### src/rtl/upstream_hb_arbiter.sv
// upstream_hb_arbiter
//
// Purpose: shares the single upstream output channel between the upstream
// data stream and periodic heartbeat words. A heartbeat fires every
// hb_interval time units and is emitted as two tagged words: the low half
// of the wall time, then the high half, both from one snapshot.
//
// Ports:
//   clk, reset      clock; asynchronous active-high reset
//   unit_pulse      one-cycle pulse per time unit (time manager)
//   time_elapsed    current wall time, 2*Nword bits
//   reset_time      time-reset strobe; clears the interval counter and any
//                   pending heartbeat
//   hb_interval     time units between heartbeats; 0 disables heartbeats
//   in_v/in_a/in_d  upstream data channel (this block is the sink)
//   out_v/out_a/out_d  output channel; out_d = {tag[1:0], payload[Nword-1:0]}
//                   tags: 00 data, 01 heartbeat low, 10 heartbeat high
//   hb_missed       one-cycle pulse when a trigger merges into a heartbeat
//                   that is already pending
//
// Handshake: a word moves on a posedge where valid and ready are both 1.
// Once out_v is high, out_d holds until that transfer. The output register
// reloads whenever it is empty or being drained (load = !out_v | out_a).

module upstream_hb_arbiter #(
    parameter int Nword = 20,
    parameter int Nhb   = 8
) (
    input  logic                 clk,
    input  logic                 reset,
    input  logic                 unit_pulse,
    input  logic [2*Nword-1:0]   time_elapsed,
    input  logic                 reset_time,
    input  logic [Nhb-1:0]       hb_interval,
    input  logic                 in_v,
    output logic                 in_a,
    input  logic [Nword-1:0]     in_d,
    output logic                 out_v,
    input  logic                 out_a,
    output logic [Nword+1:0]     out_d,
    output logic                 hb_missed
);

    localparam logic [1:0]     TAG_DATA = 2'b00;
    localparam logic [1:0]     TAG_LO   = 2'b01;
    localparam logic [1:0]     TAG_HI   = 2'b10;
    localparam logic [Nhb-1:0] CNT_ONE  = {{(Nhb-1){1'b0}}, 1'b1};

    logic [Nhb-1:0]     cnt;
    logic               pending;
    logic               hi_owed;
    logic [2*Nword-1:0] snap;

    logic load;
    logic hb_en;
    logic at_wrap;
    logic trigger;
    logic lo_load;

    assign load  = !out_v || out_a;
    assign hb_en = (hb_interval != '0);

    // ">=" rather than "==" so that shrinking hb_interval below the current
    // count fires on the very next pulse instead of running the counter
    // all the way around.
    assign at_wrap = (cnt >= (hb_interval - CNT_ONE));

    // A time reset overrides a same-cycle trigger.
    assign trigger = unit_pulse && hb_en && at_wrap && !reset_time;

    // The heartbeat low word is taken into the output register this cycle.
    assign lo_load = load && !hi_owed && pending;

    // Data is refused while any part of a heartbeat is waiting, which keeps
    // the LO/HI pair adjacent on the output.
    assign in_a = load && !hi_owed && !pending && !reset;

    always_ff @(posedge clk or posedge reset) begin
        if (reset) begin
            cnt       <= '0;
            pending   <= 1'b0;
            hi_owed   <= 1'b0;
            snap      <= '0;
            out_v     <= 1'b0;
            out_d     <= '0;
            hb_missed <= 1'b0;
        end else begin
            // A trigger landing on an already-pending heartbeat is only
            // reported; the pending flag saturates at one.
            hb_missed <= trigger && pending && !lo_load;

            // Interval counter.
            if (reset_time || !hb_en) begin
                cnt <= '0;
            end else if (unit_pulse) begin
                cnt <= at_wrap ? '0 : cnt + CNT_ONE;
            end

            // Pending flag: a new trigger wins over the LO load that
            // consumes the previous one.
            if (reset_time) begin
                pending <= 1'b0;
            end else if (trigger) begin
                pending <= 1'b1;
            end else if (lo_load) begin
                pending <= 1'b0;
            end

            // Output register source selection. hi_owed and snap survive a
            // time reset so a pair already started is always completed.
            if (load) begin
                if (hi_owed) begin
                    out_v   <= 1'b1;
                    out_d   <= {TAG_HI, snap[2*Nword-1:Nword]};
                    hi_owed <= 1'b0;
                end else if (pending) begin
                    out_v   <= 1'b1;
                    out_d   <= {TAG_LO, time_elapsed[Nword-1:0]};
                    snap    <= time_elapsed;
                    hi_owed <= 1'b1;
                end else if (in_v) begin
                    out_v   <= 1'b1;
                    out_d   <= {TAG_DATA, in_d};
                end else begin
                    out_v   <= 1'b0;
                end
            end
        end
    end

endmodule

### config.mk
export PLATFORM = sky130hd
export DESIGN_NAME = upstream_hb_arbiter
export DESIGN_NICKNAME = d
export VERILOG_FILES = /design/src/rtl/upstream_hb_arbiter.sv
export SDC_FILE = /design/constraint.sdc
export NUM_CORES = 1
export LEC_CHECK = 0
export CORE_MARGIN = 2
export CORE_UTILIZATION = 45
export CTS_BUF_LIST = sky130_fd_sc_hd__clkbuf_4 sky130_fd_sc_hd__clkbuf_8 sky130_fd_sc_hd__clkbuf_16
export DETAILED_ROUTE_END_ITERATION = 10
export PLACE_DENSITY = 0.76
export SYNTH_ARGS = -nofsm -noshare
export SYNTH_HDL_FRONTEND = slang
export SYNTH_SLANG_ARGS = --single-unit
### constraint.sdc
create_clock -name clk -period 2.6 [get_ports clk]
set_input_delay 0.52 -clock clk [delete_from_list [all_inputs] [get_ports clk]]
set_output_delay 0.52 -clock clk [all_outputs]
set_load 0.02 [all_outputs]
==> results.yml, run 1 <==
status:
  status: "complete, no violations"
logic_synthesis:
  synth-simple-area-share_pct: 14.2
  synth_ff_type: "dfrtp_1"
  synthCells: 292
  syn_nets: 377
  synth-adder-area-share_pct: 4.83
  synth.cell_area_um2: 2850
  synth_mux_area_share_pct: 14.9
  synth_compound_area_share_pct: 12.9
  yosysSeqAreaShare_pct: 47.4
  synth_enable_flop_cells: 0
  synth-seq-cells: 54
  yosys.area_share.xor_xnor_pct: 1.84
  avgSynthCellArea_um2: 9.76
  synth_cell_types: 40
  synth_warnings: 0
  async_flop_share_pct: 100
  synth_top_family_by_area: "multiplexers"
global_routing:
  antenna_found_initial: 0
  grtUsageMet1_pct: 25.0
  busiest_layer: "met2"
  use_met3_pct: 5.04
  grt_pass1_vias: 2437
  grt_max_degree: 35
  grt_usage_pct: 20.4
  grt_overflow: 0
  grt_pass1_wl_um: 11500
  use_met2_pct: 35.1
setup_path:
  worstPathMaxFanout: 7
  cp_slowest_cell: "clkdlybuf4s50_1"
  rr_startpoint: "cnt[0]"
  worst_ep_required_time_ns: 2.83
  path_class: "in2reg"
  startpoint_type: "primary input"
  end_kind: "flip-flop"
  worstReg2RegEnd: "cnt[5]"
  crit_top_cell: "ha_1"
  r2r_slack_ns: 0.50
  slowest_delay_ns: 0.47
  reg2regPathDepth: 8
  cp.arrival_ns: 2.72
  cp-startpoint: "hb_interval[0]"
  crit_end: "cnt[5]"
  path_cells: "clkdlybuf4s50_1 > inv_1 > ha_1 > xnor2_1 > ha_1 > a2111o_1 > a21oi_4 > clkbuf_16 > nand3_1 > a31oi_1"
cts:
  hold_buffers: 0
  clock-sinks: 54
  cts_tree: "built"
  root_buffer: "clkbuf_8"
  clk_path_buf_depth: 2
  path_clk_slew_ns: 0.10
  clock_latency_ns: 0.30
  cts_inserted_buffers: 5
  htreeDepth: 2
placed_design:
  dpl.hpwl_um: 5330
  placed_area_um2: 4000
  io_buffers: 98
  dp.cells: 465
  gp_congestion: 0.892
layout:
  final-instance-count-excl-fill: 475
  antenna_cells: 0
  final_area_um2: 4200
  syn2layout_area_growth_pct: 47.2
  n_fill_cell: 481
  final_util_pct: 69.6
  final_nets: 484
  drive_gt1_share_pct: 9.75
power_and_ir_drop:
  p_leak_nw: 1.90
  finalPower_mw: 2.06
  ir_drop_uv: 278
  powerDensity_nw_per_um2: 492
detailed_routing:
  initialDrtViolationCount: 118
  wl_per_cell_um: 14.9
  drtPass1Iterations: 4
  viasPerCell: 5.24
  ant_nets: 0
  drc: 0
  vias: 2488
  routed_wl_um: 7060
worst_hold_path:
  min_path_cells: 2
  hp-class: "reg2reg"
  worstHoldStart: "out_d[3]"
sta:
  max_freq_ghz: 0.401
  tightest_slew_ns: 1.02
  period_minus_slack_ns: 2.49
  fin_setup_tns_ns: 0
  hold_viol: 0
  period_share_pct: 95.8
  slew-limit-headroom_pct: 32.0
  report.final.slew_viol_count: 0
  finalSetupViolCount: 0
  fin_skew_ns: 0.00778
floorplanning:
  start_util_pct: 47.3
  io_pins: 99
  fp.dieW_um: 83.6
  rows: 28
  fp.dieH_um: 83.6
  core_um2: 6030
  die_area_um2: 6990
job:
  maxCapViolCount: 0
[how the worst min path moves through the flow]
stage | slack (ns) | to
3_5_place_dp | 0.47 | out_d[1]
5_1_grt | 0.51 | snap[33]
3_3_place_gp | 0.46 | out_d[20]
4_1_cts | 0.50 | out_d[4]
2_1_floorplan | 0.46 | snap[28]
6_report | 0.49 | out_d[3]
[metal layers]
layer	up-vias	routed length, µm
met4	0	153
met2	86	3510
met5	-	0
met1	1160	3000
li1	1232	-
met3	10	390
[area by class of cell]
class / instances / area [µm²] / area share, %
sequential: 54 / 1350 / 32.2
timing repair buffer: 118 / 1190 / 28.3
clock buffer: 7 / 83.8 / 2.00
tap: 75 / 93.8 / 2.24
clock inverter: 1 / 30.0 / 0.716
inverter: 8 / 30.0 / 0.716
multi-input combinational: 212 / 1420 / 33.9
[kinds of logic (layout without fill, tap and decap cells)]
family	count (synthesis)	after routing
compound gates	65	65
flops	54	54
xor+xnor	6	6
fa+ha+maj	11	11
simple gates	90	90
buf+inv	26	134
mux	40	40
[sequential cells by signal, indices dropped and copies added, names as in the netlist]
| register | cells |
|---|---|
| cnt | 8 |
| out_v | 1 |
| hi_owed | 1 |
| out_d | 22 |
| snap | 20 |
| hb_missed | 1 |
| pending | 1 |
[where the power goes]
part	internal (mW)	switching [mW]
clock network	0.309	0.266
registers	0.933	0.0486
logic	0.279	0.228
[cells in the mapped netlist (9+ instances only)]
| cell | n | area, µm² |
|---|---|---|
| o21ai_1 | 22 | 110 |
| dfrtp_1 | 54 | 1350 |
| a21oi_1 | 27 | 135 |
| mux2i_1 | 20 | 200 |
| nand3_1 | 9 | 45.0 |
| mux2_1 | 20 | 225 |
| nand2_1 | 36 | 135 |
| ha_1 | 11 | 138 |
| clkbuf_1 | 10 | 37.5 |
| nor2_1 | 23 | 86.3 |
[worst max-delay path: cells and delay by family]
kind | cells | cell delay, ns
adders and majority gates | 2 | 0.45
buffers and inverters | 3 | 0.73
and+or+nand+nor | 1 | 0.07
AOI/OAI and AO/OA | 3 | 0.79
xor gates and xnor gates | 1 | 0.15
[placed cells by master (no fill, tap or decap), types with 2 or more instances in the layout]
master           netlist  routed
xnor2_1                3       3
buf_12                 0       2
nand4b_1               2       2
ha_1                  11      11
clkdlybuf4s50_1        0      93
xor2_1                 3       3
dfrtp_1               54      54
a31oi_1                4       4
nand3_1                9       9
nand2_1               36      36
mux2_1                20      20
dlymetal6s2s_1         0       5
nor2_1                23      23
clkbuf_4               0       2
mux2i_1               20      20
and3_1                 3       3
nor3_1                 6       6
a21oi_1               27      25
clkbuf_8               0       5
nand2b_1               2       2
inv_2                  2       3
o21ai_1               22      23
a21oi_2                0       2
inv_1                  6       5
nand3b_1               2       2
buf_4                  0      17
[metrics by stage]
stage	worst slack (ns)	hold WS, ns
final	0.109	0.492
after global routing	-0.00944	0.510
after CTS	0.00310	0.497
after detailed placement	-0.468	0.475
after global placement	-0.322	0.459
after floorplan	0.258	0.458
[what timing repair did]
action	4_1_cts	5_1_grt
gates resized for setup	2	10
endpoints found under the setup margin	9	11
cloned	0	1
setup buffers	1	0
pin swaps	1	5
No activity file was read; power rests on OpenSTA's default activity.
==> inputs of run 2 (changes only) <==
REMOVE_ABC_BUFFERS = 1   (was default)
==> run 2 against run 1 <==
  * Critical path depth decreased by 5
  * Cell count fell by 0.21%
  * Global-route usage increased by 1.3 points
  * Register-to-register slack better by 0.07 ns
  * Die area did not move
==> results.yml, run 2 (synthesis gave the netlist of run 1 again) <==
status:
  status: "complete, no violations"
power_and_ir_drop:
  ir_drop_uv: 270
  p_leak_nw: 1.85
  p_clk_share_pct: 25.0
  p_seq_share_pct: 49.2
  comb_power_share_pct: 25.8
  powerDensity_nw_per_um2: 480
  switching_share_pct: 28.2
  p_int_mw: 1.43
  p_switching_mw: 0.563
layout:
  final_nets: 483
  n_fill_cell: 475
  multi_input_area_um2: 1440
  drive_gt1_share_pct: 9.52
  final_common_cell: "clkdlybuf4s50_1"
  regArea_um2: 1350
  antenna_cells: 0
  final_cell_mix: "94 x clkdlybuf4s50_1, 54 x dfrtp_1, 36 x nand2_1, 25 x a21oi_1, 23 x nor2_1"
  largest_reg_flops: 22
  reg_top3: "out_d: 22 flops, snap: 20 flops, cnt: 8 flops"
  top_register: "out_d"
  final_util_pct: 69.0
  syn2layout_area_growth_pct: 45.8
sta:
  period_share_pct: 97.0
  report.final.slew_viol_count: 0
  max_freq_ghz: 0.397
  finalSetupViolCount: 0
  rsz0062_at_grt: "no"
  tightest_slew_ns: 0.583
  fin_setup_tns_ns: 0
  period_minus_slack_ns: 2.52
  hold_viol: 0
  slew-limit-headroom_pct: 61.0
  fin_skew_ns: 0.0108
setup_path:
  r2r_slack_ns: 0.57
  path_class: "in2out"
  worstPathMaxFanout: 3
  reg2regPathDepth: 7
  critical-path-top-delay-family: "buffers and inverters"
  slowest_delay_ns: 0.64
  crit_top_cell: "clkdlybuf4s50_1"
  cp_slowest_cell: "clkdlybuf4s50_1"
  worst_ep_required_time_ns: 2.08
  crit_end: "in_a"
  worstReg2RegEnd: "cnt[2]"
  path_cells: "clkdlybuf4s50_1 > nand2b_1 > nand2_1 > nor3_1 > clkdlybuf4s50_1"
  worst-path-buf-inv: 2
  cp-startpoint: "out_a"
  crit_cells: 5
  end_kind: "output pin"
  rr_startpoint: "cnt[0]"
  cp.arrival_ns: 2.00
  startpoint_type: "primary input"
worst_hold_path:
  hp-class: "reg2reg"
  min_path_cells: 2
cts:
  path_clk_slew_ns: 0.10
  cts_inserted_buffers: 5
  clock_latency_ns: 0.31
  root_buffer: "clkbuf_8"
  clock-sinks: 54
  hold_buffers: 0
  clk_path_buf_depth: 2
  htreeDepth: 2
  cts_tree: "built"
detailed_routing:
  initialDrtViolationCount: 112
  viasPerCell: 5.28
  ant_nets: 0
  wl_per_cell_um: 15.2
  vias: 2501
  drc: 0
  drtPass1Iterations: 4
  routed_wl_um: 7210
global_routing:
  grt_max_degree: 43
  grt_overflow: 0
  antenna_found_initial: 0
  grt_pass1_wl_um: 12400
  grt_usage_pct: 21.7
  grt_pass1_vias: 2598
placed_design:
  io_buffers: 98
  gp_congestion: 0.755
  dpl.hpwl_um: 5240
floorplanning:
  start_util_pct: 47.3
  rows: 28
  fp.dieH_um: 83.6
  fp.dieW_um: 83.6
  core_um2: 6030
  die_area_um2: 6990
  io_pins: 99
job:
  maxCapViolCount: 0
run 2: cell types whose count changed in the layout (fill, tap and decap cells not counted), sizes merged:
cell           before  now
bufinv              1    0
clkinvlp            0    1
a21oi              28   29
inv                 8    9
dlymetal6s2s        5    4
clkbuf              8    6
clkdlybuf4s50      93   94
buf                19   18
run 2: power by group through the flow:
| stage | registers, mW | clock network (mW) | logic [mW] |
|---|---|---|---|
| 2_1_floorplan | 1.06 | 0 | 0.153 |
| 3_3_place_gp | 0.992 | 0 | 0.498 |
| 3_5_place_dp | 0.998 | 0 | 0.510 |
| 4_1_cts | 0.982 | 0.507 | 0.518 |
| 5_1_grt | 0.995 | 0.547 | 0.560 |
| 6_report | 0.982 | 0.499 | 0.514 |
run 2: per-layer routing:
layer | GRT usage [%] | wire length [µm] | up-vias
met4 | 4.25 | 48 | 0
met2 | 39.0 | 3570 | 89
met1 | 26.9 | 3160 | 1179
li1 | - | - | 1227
met3 | 4.55 | 423 | 6
met5 | 0 | 0 | -
run 2: cell type report:
| class | instances | share of cell area, % |
|---|---|---|
| multi-input combinational | 213 | 34.7 |
| sequential | 54 | 32.5 |
| tap | 75 | 2.26 |
| inverter | 8 | 0.722 |
| clock buffer | 6 | 1.99 |
| clock inverter | 2 | 0.391 |
| timing repair buffer | 116 | 27.4 |
run 2: tightest hold or removal path, cell delays in order (launching register included):
cell,delay [ns]
dfrtp_1,0.35
nand2_1,0.05
o21ai_1,0.06
run 2: repair_timing:
item,4_1_cts,5_1_grt
buffers inserted,2,0
hold endpoints to repair,0,0
pin swaps,1,3
setup endpoints to repair,8,10
gates cloned,1,0
resized for setup,5,6
run 2: through the flow:
stage	instance area (µm²)	power, mW	hold slack [ns]	worst slack, ns	cells
after floorplan	2770	1.21	0.458	-0.941	274
after global placement	3990	1.49	0.460	-0.328	463
after detailed placement	3990	1.51	0.476	-0.466	463
after CTS	4130	2.01	0.497	0.00798	474
after global routing	4160	2.10	0.520	0.00579	474
final	4160	1.99	0.492	0.0783	474
run 2: worst min-delay path by stage:
stage | startpoint | end | slack, ns
3_3_place_gp | out_d[20] | out_d[20] | 0.46
6_report | out_d[2] | out_d[2] | 0.49
3_5_place_dp | out_d[2] | out_d[2] | 0.48
4_1_cts | out_d[12] | out_d[12] | 0.50
2_1_floorplan | snap[28] | snap[28] | 0.46
5_1_grt | snap[38] | snap[38] | 0.52
==> inputs of run 3 (changes only) <==
CAP_MARGIN = 0   (was default)
SLEW_MARGIN = 30   (was default)
==> results of run 3 <==
Same layout as run 2: the final DEF is identical, and so are final timing and power.
